==> src/rtl/iiitb_cg_ctrl_pkg.sv <==
// Shared definitions for the clock-gate enable controller: FSM state
// encodings and default parameter values.
package iiitb_cg_pkg;

   localparam int unsigned DEF_WIDTH       = 2;
   localparam int unsigned DEF_IDLE_CYCLES = 4;
   localparam int unsigned DEF_LAT         = 2;
   localparam int unsigned DEF_CNT_W       = 16;

   // 2'd3 is unused; the controller recovers from it to ST_ACTIVE.
   typedef enum logic [1:0] {
      ST_ACTIVE = 2'd0,
      ST_GATED  = 2'd1,
      ST_WAKE   = 2'd2
   } cg_state_e;

endpackage

==> src/rtl/iiitb_cg_ctrl_delay.sv <==
// Fixed-latency shift pipeline with synchronous reset. Used to align
// data with the clock-gate enable path; never stalled.
module iiitb_cg_delay
   import iiitb_cg_pkg::*;
#(
   parameter int unsigned WIDTH = DEF_WIDTH,
   parameter int unsigned LAT   = DEF_LAT
) (
   input  logic             clk,
   input  logic             rst,
   input  logic [WIDTH-1:0] i_d,
   output logic [WIDTH-1:0] o_q
);

   logic [WIDTH-1:0] r_pipe [LAT];

   // Shift the word one stage per edge; reset clears every stage.
   always_ff @(posedge clk) begin
      if (rst) begin
         for (int unsigned i = 0; i < LAT; i++) begin
            r_pipe[i] <= '0;
         end
      end else begin
         r_pipe[0] <= i_d;
         for (int unsigned i = 1; i < LAT; i++) begin
            r_pipe[i] <= r_pipe[i-1];
         end
      end
   end

   assign o_q = r_pipe[LAT-1];

endmodule

==> src/rtl/iiitb_cg_ctrl.sv <==
// Activity-driven clock-gate enable controller. Keeps the ICG enable high
// while the monitored word changes, gates after IDLE_CYCLES quiet edges,
// and guarantees at least LAT enabled cycles after every wake so the
// delayed data reaches the gated registers.
module iiitb_cg_ctrl
   import iiitb_cg_pkg::*;
#(
   parameter int unsigned WIDTH       = DEF_WIDTH,
   parameter int unsigned IDLE_CYCLES = DEF_IDLE_CYCLES,
   parameter int unsigned LAT         = DEF_LAT,
   parameter int unsigned CNT_W       = DEF_CNT_W
) (
   input  logic             clk,
   input  logic             rst,
   input  logic [WIDTH-1:0] din,
   input  logic             force_on,
   output logic             cg_en,
   output logic [WIDTH-1:0] dout,
   output logic [CNT_W-1:0] gated_cnt,
   output logic [1:0]       state
);

   localparam int unsigned IDLE_W = $clog2(IDLE_CYCLES + 1);
   localparam int unsigned WAKE_W = $clog2(LAT + 1);
   localparam logic [IDLE_W-1:0] IDLE_LAST = IDLE_W'(IDLE_CYCLES - 1);
   localparam logic [WAKE_W-1:0] WAKE_LAST = WAKE_W'(LAT - 1);

   cg_state_e          r_state;
   logic [WIDTH-1:0]   r_din_q;
   logic [IDLE_W-1:0]  r_idle_cnt;
   logic [WAKE_W-1:0]  r_wake_cnt;
   logic [CNT_W-1:0]   r_gated_cnt;

   cg_state_e          w_state_nxt;
   logic [IDLE_W-1:0]  w_idle_nxt;
   logic [WAKE_W-1:0]  w_wake_nxt;
   logic [CNT_W-1:0]   w_gated_nxt;
   logic               w_chg;
   logic               w_wake;

   assign w_chg  = (din != r_din_q);
   assign w_wake = w_chg | force_on;

   // State and counter registers; reset returns everything to idle-open.
   always_ff @(posedge clk) begin
      if (rst) begin
         r_state     <= ST_ACTIVE;
         r_din_q     <= '0;
         r_idle_cnt  <= '0;
         r_wake_cnt  <= '0;
         r_gated_cnt <= '0;
      end else begin
         r_state     <= w_state_nxt;
         r_din_q     <= din;
         r_idle_cnt  <= w_idle_nxt;
         r_wake_cnt  <= w_wake_nxt;
         r_gated_cnt <= w_gated_nxt;
      end
   end

   // Next-state and counter update logic.
   always_comb begin
      w_state_nxt = r_state;
      w_idle_nxt  = r_idle_cnt;
      w_wake_nxt  = r_wake_cnt;
      w_gated_nxt = r_gated_cnt;
      case (r_state)
         ST_ACTIVE: begin
            if (w_wake) begin
               w_idle_nxt = '0;
            end else if (r_idle_cnt == IDLE_LAST) begin
               w_state_nxt = ST_GATED;
               w_idle_nxt  = '0;
            end else begin
               w_idle_nxt = r_idle_cnt + 1'b1;
            end
         end
         ST_GATED: begin
            if (r_gated_cnt != '1) begin
               w_gated_nxt = r_gated_cnt + 1'b1;
            end
            if (w_wake) begin
               w_state_nxt = ST_WAKE;
               w_wake_nxt  = '0;
            end
         end
         ST_WAKE: begin
            // Only a data change extends the wake window; force_on does not.
            if (w_chg) begin
               w_wake_nxt = '0;
            end else if (r_wake_cnt == WAKE_LAST) begin
               w_state_nxt = ST_ACTIVE;
               w_idle_nxt  = '0;
            end else begin
               w_wake_nxt = r_wake_cnt + 1'b1;
            end
         end
         default: begin
            w_state_nxt = ST_ACTIVE;
            w_idle_nxt  = '0;
            w_wake_nxt  = '0;
         end
      endcase
   end

   iiitb_cg_delay #(
      .WIDTH (WIDTH),
      .LAT   (LAT)
   ) u_delay (
      .clk (clk),
      .rst (rst),
      .i_d (din),
      .o_q (dout)
   );

   // Enable decoded directly from the state flop to stay glitch-free.
   assign cg_en     = (r_state != ST_GATED);
   assign gated_cnt = r_gated_cnt;
   assign state     = r_state;

endmodule

==> config.mk <==
export PLATFORM = sky130hd
export DESIGN_NAME = iiitb_cg_ctrl
export DESIGN_NICKNAME = d
export VERILOG_FILES = /design/src/rtl/iiitb_cg_ctrl_pkg.sv /design/src/rtl/iiitb_cg_ctrl_delay.sv /design/src/rtl/iiitb_cg_ctrl.sv
export SDC_FILE = /design/constraint.sdc
export NUM_CORES = 1
export LEC_CHECK = 0
export BUFFER_PORTS_ARGS = -buffer_cell sky130_fd_sc_hd__buf_2
export CAP_MARGIN = 20
export CORE_AREA = 2 2 57 59
export CTS_BUF_LIST = sky130_fd_sc_hd__clkbuf_4 sky130_fd_sc_hd__clkbuf_8 sky130_fd_sc_hd__clkbuf_16
export CTS_CLUSTER_DIAMETER = 100
export CTS_CLUSTER_SIZE = 16
export DETAILED_ROUTE_END_ITERATION = 10
export DIE_AREA = 0 0 59 61
export GPL_ROUTABILITY_DRIVEN = 1
export PLACE_DENSITY = 0.71
export SETUP_SLACK_MARGIN = 0.2
export SLEW_MARGIN = 20
export SYNTH_ARGS = -nofsm -noshare
export SYNTH_HDL_FRONTEND = slang
export SYNTH_HIERARCHICAL = 1
export SYNTH_SLANG_ARGS = --single-unit
==> constraint.sdc <==
create_clock -name clk -period 2.7 [get_ports clk]
set_clock_uncertainty 0.1 [all_clocks]
set_input_delay 0.54 -clock clk [delete_from_list [all_inputs] [get_ports clk]]
set_output_delay 0.54 -clock clk [all_outputs]
set_load 0.005 [all_outputs]
# --- After elaboration in Yosys (flattened, before gate mapping) ---
# Memories as Yosys holds them, arrays and structs flattened.
# Cells that the tools add are included.
# Widths: inputs -> output; s select.
classes:
  add_sub_neg: 3
  eq_ne: 13
  mux: 20
  n_bitwise: 5
  reduce_logical: 5
ops:
  columns: ["operator", "count"]
  rows:
  - ["$mux 2", 10]
  - ["$add 16x1->16 const B", 1]
  - ["$ne 16x16->1 const B", 1]
  - ["$mux 3", 4]
  - ["$pmux 2 s3", 2]
  - ["$ne 2x2->1 const B", 5]
  - ["$pmux 3 s3", 1]
  - ["$reduce_and 3->1", 2]
  - ["$reduce_and 5->1", 1]
  - ["$eq 2x1->1 const B", 2]
  - ["$add 3x1->3 const B", 1]
  - ["$eq 3x2->1 const B", 1]
  - ["$mux 1", 3]
  - ["$ne 3x3->1 const B", 1]
  - ["$or 1x1->1", 3]
  - ["$add 2x1->2 const B", 1]
  - ["$eq 2x2->1 const B", 1]
  - ["$logic_not 2->1", 1]
  - ["$ne 2x1->1 const B", 1]
  - ["$ne 2x2->1", 1]
  - ["$not 1->1", 2]
  - ["$reduce_and 2->1", 1]
totals:
  register_bits: 25
  ramBits: 4
  input_bits: 5
  elab_cells: 52
  mem_count: 1
memory_table:
  columns: ["memory", "words", "word_bits", "rd", "rd_clocked_by_memory_dff", "wr", "line", "text"]
  rows:
  - ["u_delay.r_pipe", 2, 2, 2, 0, 2, "iiitb_cg_ctrl_delay.sv:15", "logic [WIDTH-1:0] r_pipe [LAT];"]

# --- Depth between registers and ports, before layout ---
depth:
  ltp_word: 4
  depth_mapped: 6
  depth_no_buf: 6

# --- Modules after synthesis ---
# The synthesis kept the hierarchy.
by_module_without_submodules:
  columns: ["mod", "instances", "cells_each", "area_each_um2", "seq_area_each_um2"]
  rows:
  - ["iiitb_cg_ctrl", 1, 152, 1331.3, 500.5]
  - ["iiitb_cg_delay", 1, 10, 120.1, 80.1]

# --- Least setup slack after synthesis ---
# OpenSTA, ideal clock, no wires.
synth_timing:
  path_type: "flip-flop to flip-flop"
  from: "reg r_gated_cnt[0], in the netlist gated_cnt[0]"
  to: "reg r_gated_cnt[0], in the netlist gated_cnt[0]"
  setup_ns: 0.121
  t_arrival_ns: 1.649
  required_time_ns: 2.479
  path_slack_ns: 0.831
  stages_incl_launch_ff: 6
  n_path_buf: 0
  synth_period_minus_slack_ns: 1.869
  path_cell_list: "dfxtp_1 > ha_1 > nand3_1 > nor4_2 > a21oi_1 > mux2_2"
synth_between:
  elab_chain_len: 2
synth_rtl:
  columns: ["item", "line", "text"]
  rows:
  - ["start, declared", "iiitb_cg_ctrl.sv:32", "logic [CNT_W-1:0] r_gated_cnt;"]
  - ["start signal, assigned", "iiitb_cg_ctrl.sv:57", "r_gated_cnt <= w_gated_nxt;"]
  - ["parallel branches: the longest is 2 deep, another holds $add 16x1->16", null, null]
# Parallel ways; which one is timed is not known.
# A chain may end at the register's enable or synchronous reset.

# --- Worst setup path in the final report ---
layout_timing:
  from: "reg r_gated_cnt[0], in the netlist gated_cnt[0]"
  to: "reg r_gated_cnt[14], in the netlist gated_cnt[14]"
# The elaborated chain is that of the path after synthesis.

==> flow_summary_export.csv <==
group,metric,value,unit
status,status,"finished clean",
cts,clkTransAtPathRegs,90,ps
die,core-area,0.00295,mm2
setup_path,r2r_setup_slack,530,ps
die,die-height,61,um
setup_path,reg2reg_from,"gated_cnt[0]$_SDFFE_PP0P_",
cts,cts_tree,"yes",
layout,area_growth_syn_to_layout,14.4,%
layout,nets,196,
min_path,worstHoldPathType,"reg -> reg",
cts,postCtsSetupBuffers,0,
detailed_routing,drtPass1Iterations,4,
setup_path,rr_endpoint,"gated_cnt[14]$_SDFFE_PP0P_",
grt,met2_usage,27.8,%
layout,design_area,0.00166,mm2
yosys,synth_area,0.00145,mm2
yosys,yosysTopAreaCell,"dfxtp_1",
placement,dpl_cell_area,0.00159,mm2
sta,post-route-min-period,2170,ps
grt,grt_usage,18.3,%
yosys,netlist_instances,162,
detailed_routing,routed_wl,2.96,mm
layout,drive_above_1_share,23.8,%
layout,antenna_cells,0,
setup_path,max_stage_delay,620,ps
yosys,synth-edff-count,0,
yosys,yosys-top-cells-area,"dfxtp_1 (40%), mux2_2 (7.0%), nor2b_1 (6.9%)",
sta,grt_setup_unrepaired,"no",
sta,slew_violations,0,
run,cap_viol_max_count,0,
setup_path,criticalPathCategory,"reg -> reg",
die,rows,20,
power_and_ir_drop,leakage,0.694,nW
setup_path,rr_worst_depth,5,
yosys,synth_cell_types,43,
placement,gp_congestion,0.801,
detailed_routing,first_iter_violations,47,
cts,numCtsBuffers,5,
cts,post_cts_resized,0,
sta,hold_violations,0,
grt,gr-max-usage-layer,"met2",
cts,cts_root_buf,"clkbuf_4",
setup_path,path_buf_inv,0,
setup_path,cp_top_family,"simple AND/OR/NAND/NOR gates",
power_and_ir_drop,p_total,768,uW
min_path,whs_path_depth,1,
detailed_routing,post_drt_wl_per_cell,13.3,um
sta,fmax,461,MHz
power_and_ir_drop,p_per_area,462,mW/mm2
yosys,syn_nets,170,
cts,hold_buffers,0,
placement,hpwl,2.19,mm
sta,worstMarginPinSlew,621,ps
sta,fin_tns_setup,0,ps
sta,holdWs,354,ps
die,initial_utilization,49.2,%
yosys,yosysSeqAreaShare,40.0,%
yosys,async_flop_share,0,%
yosys,ys_seq_elements,29,
min_path,hp-start,"u_delay/r_pipe[0][1]$_SDFF_PP0_",
sta,fin_crit_sh,80.3,%
detailed_routing,drc,0,
die,ios,26,
setup_path,cp.depth,5,
layout,utilization,56.2,%
grt,grt_pass1_vias,1089,
detailed_routing,ant_nets,0,
grt,overflow,0,
cts,clock-sinks,29,
cts,clk_path_buf_depth,2,
power_and_ir_drop,ir_drop,0.276,mV
cts,cts_max_level,2,
grt,grt_use_met3,5.97,%
setup_path,worst-endpoint-arrival,2290,ps
die,dieArea,0.00360,mm2
setup_path,crit_chain,"ha_1 > nand3_1 > nor4_1 > nand4_1 > mux2_2",
yosys,synth.avg_cell_area,8.96,um2
grt,grt_first_pass_wirelength,4.93,mm
grt,antenna_found_initial,0,
setup_path,start_kind,"flip-flop",
die,die_w,59,um
cts,clock_latency,320,ps
yosys,synthFlopType,"dfxtp_1",
yosys,synth_common_cells,"dfxtp_1 (29), nor2b_1 (16), nor2_1 (13)",
sta,setup_violations,0,
yosys,ys_warn_count,6,
setup_path,cp_data_required_time,2820,ps
grt,grt_max_degree,26,
sta,relSlewSlack,58.2,%
grt,met1_usage,24.0,%
yosys,yosysTopAreaCellShare,40.0,%
min_path,whs_endpoint,"u_delay/r_pipe[0][3]$_SDFF_PP0_",
detailed_routing,vias_per_cell,5.83,
yosys,yosysMostFrequentCell,"dfxtp_1",
setup_path,cp_max_fo,9,
placement,portBuffers,25,
detailed_routing,vias,1294,
setup_path,end_kind,"flip-flop",
setup_path,slowest_stage,"nor4_1",
[stage by stage]
stage,setup slack [ps],instances
final,531,222
after global routing,357,222
after CTS,547,222
after detailed placement,575,214
after global placement,689,214
after floorplan,831,162
[sequential cells by signal (all words and copies together), names as in the netlist]
| name | cells |
|---|---|
| gated_cnt | 16 |
| u_delay/r_pipe | 4 |
| r_idle_cnt | 3 |
| r_din_q | 2 |
| r_wake_cnt | 2 |
| state | 2 |
[placed cells by master (no fill, tap or decap), types with 2 or more instances in the layout]
cell,synthesis,routed
mux2_2,9,9
a211oi_1,6,6
and3_1,2,2
nand2_1,9,9
a21oi_1,9,9
nand4_1,2,2
xnor2_1,2,2
dfxtp_1,29,29
nand3_1,5,5
buf_2,1,25
nor3_1,3,3
or3_1,2,2
nand2b_1,5,5
a22o_1,2,2
nor2b_1,16,16
xor2_1,2,2
ha_1,3,3
or4_1,4,4
nor4_1,3,3
o31ai_1,3,3
clkbuf_4,0,5
o21ai_0,4,4
inv_1,4,4
nor2_1,13,13
clkbuf_8,0,2
and4_1,2,2
[final cells by class]
cell class / count / area (um2)
timing repair buffer: 26 / 133
tap: 33 / 41.3
multi-input combinational: 121 / 817
inverter: 5 / 18.8
sequential: 29 / 581
clock buffer: 7 / 65.1
fill: 316 / 1290
clock inverter: 1 / 5.00
[logic make-up after synthesis]
| family | share of synthesized area (%) |
|---|---|
| AND/OR/NAND/NOR | 26.6 |
| AO/OA/AOI/OAI | 17.0 |
| flip-flops | 40.0 |
| buffers and inverters | 3.71 |
| multiplexers | 7.67 |
| XOR/XNOR | 2.41 |
| adder cells (fa/ha/maj) | 2.59 |
[power by group]
group | switching, mW | total, mW | leakage, nW | internal [mW]
registers | 0.00251 | 0.435 | 0.235 | 0.432
logic | 0.0217 | 0.0353 | 0.418 | 0.0136
clock network | 0.147 | 0.297 | 0.0413 | 0.151
[routing by layer]
| layer | share of wire, % | wire length, um |
|---|---|---|
| met1 | 45 | 1340 |
| met2 | 48 | 1430 |
| met3 | 4.7 | 138 |
| met4 | 1.7 | 51 |
| met5 | 0 | 0 |
[worst max path at each step]
stage / startpoint / endpoint / slack, ps
finish: gated_cnt[0]$_SDFFE_PP0P_ / gated_cnt[14]$_SDFFE_PP0P_ / 530
detailed placement: gated_cnt[0]$_SDFFE_PP0P_ / gated_cnt[14]$_SDFFE_PP0P_ / 570
CTS: gated_cnt[0]$_SDFFE_PP0P_ / gated_cnt[0]$_SDFFE_PP0P_ / 550
floorplan: gated_cnt[0]$_SDFFE_PP0P_ / gated_cnt[0]$_SDFFE_PP0P_ / 830
global placement: gated_cnt[0]$_SDFFE_PP0P_ / gated_cnt[0]$_SDFFE_PP0P_ / 690
global route: gated_cnt[0]$_SDFFE_PP0P_ / gated_cnt[0]$_SDFFE_PP0P_ / 360
Note: power is estimated with default switching activity, not from simulation.
